[src/rtl/alu_flags_ir_core.sv]
// Execute-stage slice: 32-bit ALU, NZCV flag register and instruction register (optional ALU_CARRY_FROM_FDR_EN takes cin from stored C).
// Latency: ALU result/flags are combinational (0 cycles); flags_q and ir_q update one rising CLK edge after their load enable.
// Backpressure: none; loads are fire-and-forget enables and CLR (async, active-low) overrides every load.
module alu_flags_ir_core #(
   parameter int                DATA_W = 32,
   parameter logic [DATA_W-1:0] PC_INC = 4
) (
   input  logic              CLK,
   input  logic              CLR,
   input  logic [DATA_W-1:0] a,
   input  logic [DATA_W-1:0] b,
   input  logic [4:0]        op,
   input  logic              carry_in,
   input  logic              fr_ld,
   input  logic              ir_ld,
   input  logic [DATA_W-1:0] ir_in,
   output logic [DATA_W-1:0] result,
   output logic              flag_n,
   output logic              flag_z,
   output logic              flag_c,
   output logic              flag_v,
   output logic [3:0]        flags_q,
   output logic [DATA_W-1:0] ir_q
);

   // ARM data-processing opcodes plus the extended control-unit ops
   localparam logic [4:0] OP_AND = 5'd0;
   localparam logic [4:0] OP_EOR = 5'd1;
   localparam logic [4:0] OP_SUB = 5'd2;
   localparam logic [4:0] OP_RSB = 5'd3;
   localparam logic [4:0] OP_ADD = 5'd4;
   localparam logic [4:0] OP_ADC = 5'd5;
   localparam logic [4:0] OP_SBC = 5'd6;
   localparam logic [4:0] OP_RSC = 5'd7;
   localparam logic [4:0] OP_TST = 5'd8;
   localparam logic [4:0] OP_TEQ = 5'd9;
   localparam logic [4:0] OP_CMP = 5'd10;
   localparam logic [4:0] OP_CMN = 5'd11;
   localparam logic [4:0] OP_ORR = 5'd12;
   localparam logic [4:0] OP_MOV = 5'd13;
   localparam logic [4:0] OP_BIC = 5'd14;
   localparam logic [4:0] OP_MVN = 5'd15;
   localparam logic [4:0] OP_PCI = 5'd16;
   localparam logic [4:0] OP_PSA = 5'd17;
   localparam logic [4:0] OP_PSB = 5'd18;
   localparam logic [4:0] OP_AAD = 5'd19;
   localparam logic [4:0] OP_ASU = 5'd20;

   logic              cin;
   logic [DATA_W-1:0] add_x;
   logic [DATA_W-1:0] add_y;
   logic              add_c;
   logic              is_arith;
   logic [DATA_W-1:0] logic_res;
   logic [DATA_W:0]   sum_w;
   logic [3:0]        flags_d;
   logic [DATA_W-1:0] ir_d;

`ifdef ALU_CARRY_FROM_FDR_EN
   // Stored C feeds the carry chain; the external carry pin is kept only for pin compatibility
   logic unused_carry_in;
   assign unused_carry_in = carry_in;
   assign cin             = flags_q[1];
`else
   assign cin = carry_in;
`endif

   // Operand steering: every arithmetic op is expressed as x + y + c on one shared adder,
   // subtractions use the inverted operand so the adder carry-out is ARM's NOT-borrow
   always_comb begin
      add_x     = a;
      add_y     = b;
      add_c     = 1'b0;
      is_arith  = 1'b0;
      logic_res = '0;
      case (op)
         OP_AND, OP_TST: logic_res = a & b;
         OP_EOR, OP_TEQ: logic_res = a ^ b;
         OP_ORR:         logic_res = a | b;
         OP_MOV, OP_PSB: logic_res = b;
         OP_BIC:         logic_res = a & ~b;
         OP_MVN:         logic_res = ~b;
         OP_PSA:         logic_res = a;
         OP_SUB, OP_CMP, OP_ASU: begin
            add_y    = ~b;
            add_c    = 1'b1;
            is_arith = 1'b1;
         end
         OP_RSB: begin
            add_x    = b;
            add_y    = ~a;
            add_c    = 1'b1;
            is_arith = 1'b1;
         end
         OP_ADD, OP_CMN, OP_AAD: begin
            is_arith = 1'b1;
         end
         OP_ADC: begin
            add_c    = cin;
            is_arith = 1'b1;
         end
         OP_SBC: begin
            add_y    = ~b;
            add_c    = cin;
            is_arith = 1'b1;
         end
         OP_RSC: begin
            add_x    = b;
            add_y    = ~a;
            add_c    = cin;
            is_arith = 1'b1;
         end
         OP_PCI: begin
            add_y    = PC_INC;
            is_arith = 1'b1;
         end
         // 21..31 and unknown codes yield zero
         default: logic_res = '0;
      endcase
   end

   // 33-bit adder; bit DATA_W is the carry out
   assign sum_w = {1'b0, add_x} + {1'b0, add_y} + {{DATA_W{1'b0}}, add_c};

   // Result select and flag generation; non-arithmetic ops pass cin to C and keep the stored V
   always_comb begin
      result = is_arith ? sum_w[DATA_W-1:0] : logic_res;
      flag_n = result[DATA_W-1];
      flag_z = (result == '0);
      if (is_arith) begin
         flag_c = sum_w[DATA_W];
         flag_v = (add_x[DATA_W-1] == add_y[DATA_W-1]) &&
                  (sum_w[DATA_W-1] != add_x[DATA_W-1]);
      end else begin
         flag_c = cin;
         flag_v = flags_q[0];
      end
   end

   // Next-state for the flag and instruction registers: capture only when enabled
   always_comb begin
      flags_d = fr_ld ? {flag_n, flag_z, flag_c, flag_v} : flags_q;
      ir_d    = ir_ld ? ir_in : ir_q;
   end

   // Flag register: async clear dominates, otherwise follows flags_d
   always_ff @(posedge CLK or negedge CLR) begin
      if (!CLR) flags_q <= 4'b0000;
      else      flags_q <= flags_d;
   end

   // Instruction register: async clear dominates, otherwise follows ir_d
   always_ff @(posedge CLK or negedge CLR) begin
      if (!CLR) ir_q <= '0;
      else      ir_q <= ir_d;
   end

endmodule

[config.mk]
export PLATFORM = sky130hd
export DESIGN_NAME = alu_flags_ir_core
export DESIGN_NICKNAME = d
export VERILOG_FILES = /design/src/rtl/alu_flags_ir_core.sv
export SDC_FILE = /design/constraint.sdc
export NUM_CORES = 1
export LEC_CHECK = 0
export ABC_AREA = 1
export BUFFER_PORTS_ARGS = -buffer_cell sky130_fd_sc_hd__buf_2
export CORE_MARGIN = 8
export CORE_UTILIZATION = 57
export CTS_BUF_LIST = sky130_fd_sc_hd__clkbuf_4 sky130_fd_sc_hd__clkbuf_8
export CTS_CLUSTER_SIZE = 16
export DETAILED_ROUTE_END_ITERATION = 6
export GPL_ROUTABILITY_DRIVEN = 1
export PLACE_DENSITY = 0.83
export SLEW_MARGIN = 20
export SYNTH_ARGS = -nofsm -noshare
export SYNTH_HDL_FRONTEND = slang
export SYNTH_SLANG_ARGS = --single-unit
[constraint.sdc]
create_clock -name CLK -period 5.58 [get_ports CLK]
set_input_delay 1.116 -clock CLK [delete_from_list [all_inputs] [get_ports CLK]]
set_output_delay 1.116 -clock CLK [all_outputs]
set_load 0.03 [all_outputs]
# After elaboration in Yosys (flattened, before gate mapping)
# Cells that the tools add are included.
[totals] regBits=36 in_bits=106 output_inout_bits=72 wordCells=51
[classes] addsub=2 eq_ne=22 muxes=8 bitwise_logic=6 n_reduce_logical=11
[ops] cell="$pmux W32 S7" count=1
[ops] cell="$pmux W32 S3" count=1
[ops] cell="$and A32 B32 Y32" count=2
[ops] cell="$mux W32" count=2
[ops] cell="$not A32 Y32" count=2
[ops] cell="$eq A5 B4 Y1 const B" count=8
[ops] cell="$add A32 B32 Y33" count=1
[ops] cell="$add A33 B1 Y33" count=1
[ops] cell="$logic_not A32 Y1" count=1
[ops] cell="$or A32 B32 Y32" count=1
[ops] cell="$xor A32 B32 Y32" count=1
[ops] cell="$eq A5 B5 Y1 const B" count=5
[ops] cell="$eq A5 B3 Y1 const B" count=4
[ops] cell="$reduce_or A11 Y1" count=1
[ops] cell="$eq A5 B2 Y1 const B" count=2
[ops] cell="$reduce_or A2 Y1" count=4
[ops] cell="$reduce_or A4 Y1" count=2
[ops] cell="$eq A5 B1 Y1 const B" count=1
[ops] cell="$logic_not A5 Y1" count=1
[ops] cell="$mux W1" count=3
[ops] cell="$reduce_or A3 Y1" count=1
[ops] cell="$pmux W1 S2" count=1
[ops] cell="$eq A1 B1 Y1" count=1
[ops] cell="$logic_and A1 B1 Y1" count=1
[ops] cell="$ne A1 B1 Y1" count=1

# Logic depth before layout (Yosys ltp)
[logic_depth] word_depth=8 ltp_mapped=31 mapped_depth_nobuf=29

# Worst setup path after synthesis
# Ideal clock, no wire load.
[synth_timing] path_type="input port to output port" from="in op[4]" to="out flag_z" t_arrival_ns=4.548 t_required_ns=4.464 slack_ns=-0.084 path_stages=23 path_buffers=3 cell_sequence="buf_4 -> nor2_4 -> nand2_1 -> nor2_1 -> clkbuf_1 -> buf_1 -> o21ai_0 -> fa_1 -> inv_1 -> fa_1 -> nand3_1 -> nand3_1 -> nand2_1 -> nand2_1 -> nand3_1 -> nand2_1 -> nand2_1 -> nand3_1 -> nand2_1 -> nor2_1 -> nand2_1 -> nor2_1 -> and3_1"
[synth_between] elab_chain_cells=7 elab_cells_between_ends=38 cone_classes="add/sub (2); eq/ne (20); mux (6); reduce/logical (10)"
[synth_rtl] element="start: declaration" line_no="12" text="input logic [4:0] op,"
[synth_rtl] element="$eq A5 B3 Y1 (tied with other cells)" line_no="76" text="case (op)"
[synth_rtl] element="$reduce_or A4 Y1 (no line) or $reduce_or A2 Y1 (tied branches)"
[synth_rtl] element="$pmux W32 S3 or $mux W32 (tied branches)" line_no="76"
[synth_rtl] element="$add A32 B32 Y33" line_no="123" text="assign sum_w = {1'b0, add_x} + {1'b0, add_y} + {{DATA_W{1'b0}}, add_c};"
[synth_rtl] element="$add A33 B1 Y33" line_no="123"
[synth_rtl] element="$mux W32 *" line_no="127" text="result = is_arith ? sum_w[DATA_W-1:0] : logic_res;"
[synth_rtl] element="named net result[16]" line_no="17" text="output logic [DATA_W-1:0] result,"
[synth_rtl] element="$logic_not A32 Y1 *" line_no="129" text="flag_z = (result == '0);"
[synth_rtl] element="end: declaration" line_no="19" text="output logic flag_z,"
# The timed path passes the listed nets; every way through them passes the cells marked *.

# Worst setup path after layout
[layout_timing] from="in op[3]" to="out flag_z"
[layout_between] elab_chain_cells=7 elab_cells_between_ends=38 cone_classes="add/sub (2); eq/ne (20); mux (6); reduce/logical (10)"
[layout_rtl] element="$eq A5 B3 Y1 (tied with other cells)" line_no="76"
[layout_rtl] element="$reduce_or A4 Y1 (no line) or $reduce_or A2 Y1 (tied branches)"
[layout_rtl] element="$pmux W32 S3 or $mux W32 (tied branches)" line_no="76"
[layout_rtl] element="$add A32 B32 Y33" line_no="123"
[layout_rtl] element="$add A33 B1 Y33" line_no="123"
[layout_rtl] element="$mux W32 *" line_no="127"
[layout_rtl] element="$logic_not A32 Y1 *" line_no="129"
# Mark *: on every way between the ends. The rest lies on a longest branch, timed or not.

==> qor.yml <==
worst_hold_path:
  hp-class: "flop to flop"
  hp-start: "flags_q[3]$_DFFE_PN0P_"
  min_path_cells: 2
timing:
  slew_violations: 0
  fin_crit_sh: 1.02
  finalSetupViolations: 1
  slew_headroom: 0.496
  rsz0062_at_grt: "true"
  fin_ws_ps: -92.5
  setup-tns-final_ps: -92.5
  fin_worst_skew_ps: 0
  final.min_clock_period_ps: 5670
  finalHoldViolations: 0
  fmax_mhz: 176
  max_slew.worst_pin.slew_ps: 754
flow_run:
  drv_cap: 0
yosys:
  synth_area_um2: 7570
  synth_edf_count: 0
  synth_warnings: 0
  synth_cell_types: 43
  synthesis.nets: 1525
  synthFlopType: "dfrtp_1"
  synth-seq-cells: 36
  synth.avg_cell_area_um2: 5.59
  synth_top_area_cell: "nand2_1"
  synth_area_leaders: "nand2_1, dfrtp_1, inv_1"
  synth.top_cells.by_count: "nand2_1, inv_1, nor2_1, nand3_1, o21ai_0"
  ys_seq_area_frac: 0.119
  synth-async-reset-ratio: 1.00
  synthCells: 1354
  yosysMostFrequentCell: "nand2_1"
  synth_top_area_share: 0.238
floorplan:
  row_count: 42
  core_um2: 13100
  io_pins: 178
  die_h_um: 131
  start_util: 0.578
  die_area_um2: 17200
  die_w_um: 131
routing:
  vias: 10700
  postRouteAntennaNets: 0
  maxUsedRoutingLayer: "met5"
  drt_iter0_markers: 1470
  vias_per_cell: 5.81
  dr_wl_met2_mm: 14.6
  drc: 0
  drtPass1Iterations: 6
  wl_met3_mm: 3.99
  drt-met1-wl_mm: 11.6
  wirelength_mm: 31.5
  wl_per_cell_um: 17.2
power:
  ir_worst_vdd_v: 0.000125
  power_density_nw_per_um2: 187
  p_leak_uw: 0.00594
layout:
  seq_area_um2: 901
  area_delta_synth_final_pct: 39.4
  design_area_um2: 10500
  postLayoutCoreUtil: 0.806
  multi_input_area_um2: 6200
  nFillCells: 970
  drive_gt1_frac: 0.343
  stdcell_count: 1834
  fin_nets: 1827
worst_setup_path:
  max_stage_delay_ps: 420
  worst-setup-path-type: "primary input to output pin"
  worstPathMaxFanout: 8
  timing.rr.start: "ir_q[15]$_DFFE_PN0P_"
  crit_slowest_cell: "ha_1"
  startpoint_type: "primary input"
  critPathArrivalTime_ps: 4560
  startpoint: "op[3]"
  cp-end-kind: "output pin"
  crit_top_cell: "nand2_1"
  r2r_cells: 1
  required_ps: 4460
clock_tree:
  root_buffer: "clkbuf_8"
  cts_tree: "done"
  numCtsBuffers: 5
  clk_pin_slew_ps: 80
  numClockSinks: 36
  clock_path_buffers: 2
  h-tree-depth: 2
  clkLatencyLatePin_ps: 290
  cts_hold_buffers: 0
grt:
  grt_max_degree: 54
  grt_pass1_vias: 9322
  grt-ovfl-total: 0
  grtUsageTotal: 0.314
  grt_pass1_wl_mm: 45.7
  antenna_found_initial: 2
placed_design:
  io_buffers: 177
  dp_cells: 1799
  postPlaceCellArea_um2: 9510
  gp_congestion: 1.00
  hpwl_mm: 22.9
  dp_slack_ps: -214
status:
  status: "complete, but fails checks"
  violations: "negative setup slack"
==> through the flow <==
| step | power (µW) | hold WS, ps |
|---|---|---|
| after floorplan | 1030 | 654 |
| after global placement | 1510 | 468 |
| after detailed placement | 1530 | 468 |
| after CTS | 1770 | 489 |
| after global routing | 2090 | 516 |
| final | 1970 | 502 |
==> per-layer routing <==
layer	vias to the layer above	track usage
li1	4967	-
met4	2	0.103
met1	4771	0.391
met5	-	0
met3	146	0.0621
met2	766	0.533
==> placed cells by master, fill, tap and decap left out, types with 9 or more instances in the layout <==
cell,instances
ha_1,54
buf_4,153
inv_2,15
o21ai_0,66
o2111ai_1,9
buf_2,173
nand3_1,60
nand4_1,13
inv_1,208
nand2_2,50
nor2_4,18
o221ai_1,21
dfrtp_1,36
o21ai_1,12
nor2_2,26
nand2_1,431
mux2_2,32
buf_6,11
a21oi_2,9
a21oi_1,50
nand3_2,14
o211ai_1,16
nor2_1,85
==> layout make-up <==
class                           count  area share
Inverter                          226      0.0816
Clock buffer                        5     0.00652
Clock inverter                      3     0.00403
Sequential cell                    36      0.0854
Antenna cell                        1    0.000237
Multi-Input combinational cell   1044       0.588
Tap cell                          176      0.0209
Timing Repair Buffer              343       0.214
==> logic make-up (layout without fill, tap and decap cells) <==
kind of cell,count (synthesis),in the layout,share of synthesized area
simple gates,726,726,0.393
other cells,0,1,0
mux,32,32,0.0476
compound gates,214,214,0.177
fa+ha+maj,65,65,0.109
xor+xnor,7,7,0.00810
flops,36,36,0.119
buf+inv,274,577,0.146
==> power breakdown <==
part / switching, µW / internal [µW]
clock: 93.3 / 132
combinational: 882 / 562
sequential: 14.3 / 288
==> worst max-delay path, delay by kind of cell <==
kind	cells	cell delay, ps
buffers and inverters	7	920
and+or+nand+nor	17	1980
AOI/OAI and AO/OA	1	110
adders and majority gates	1	420
==> flip-flops by register name, summed over array words and instances, names as in the netlist <==
name / flops
flags_q: 4
ir_q: 32
==> path summary, 6_finish.rpt <==
check	to	slack [ps]
max reg2reg	ir_q[15]$_DFFE_PN0P_	4730
min reg2reg	flags_q[3]$_DFFE_PN0P_	500
min	flags_q[3]$_DFFE_PN0P_	500
max	flag_z	-90
min in group asynchronous	ir_q[28]$_DFFE_PN0P_	880
max in group asynchronous	ir_q[6]$_DFFE_PN0P_	4210
==> repair_timing <==
item,4_1_cts,5_1_grt
buffers inserted,4,21
pin swaps,7,74
endpoints found under the setup margin,1,9
cloned,0,1
resized for setup,12,185
(Power assumes the default switching activity.)
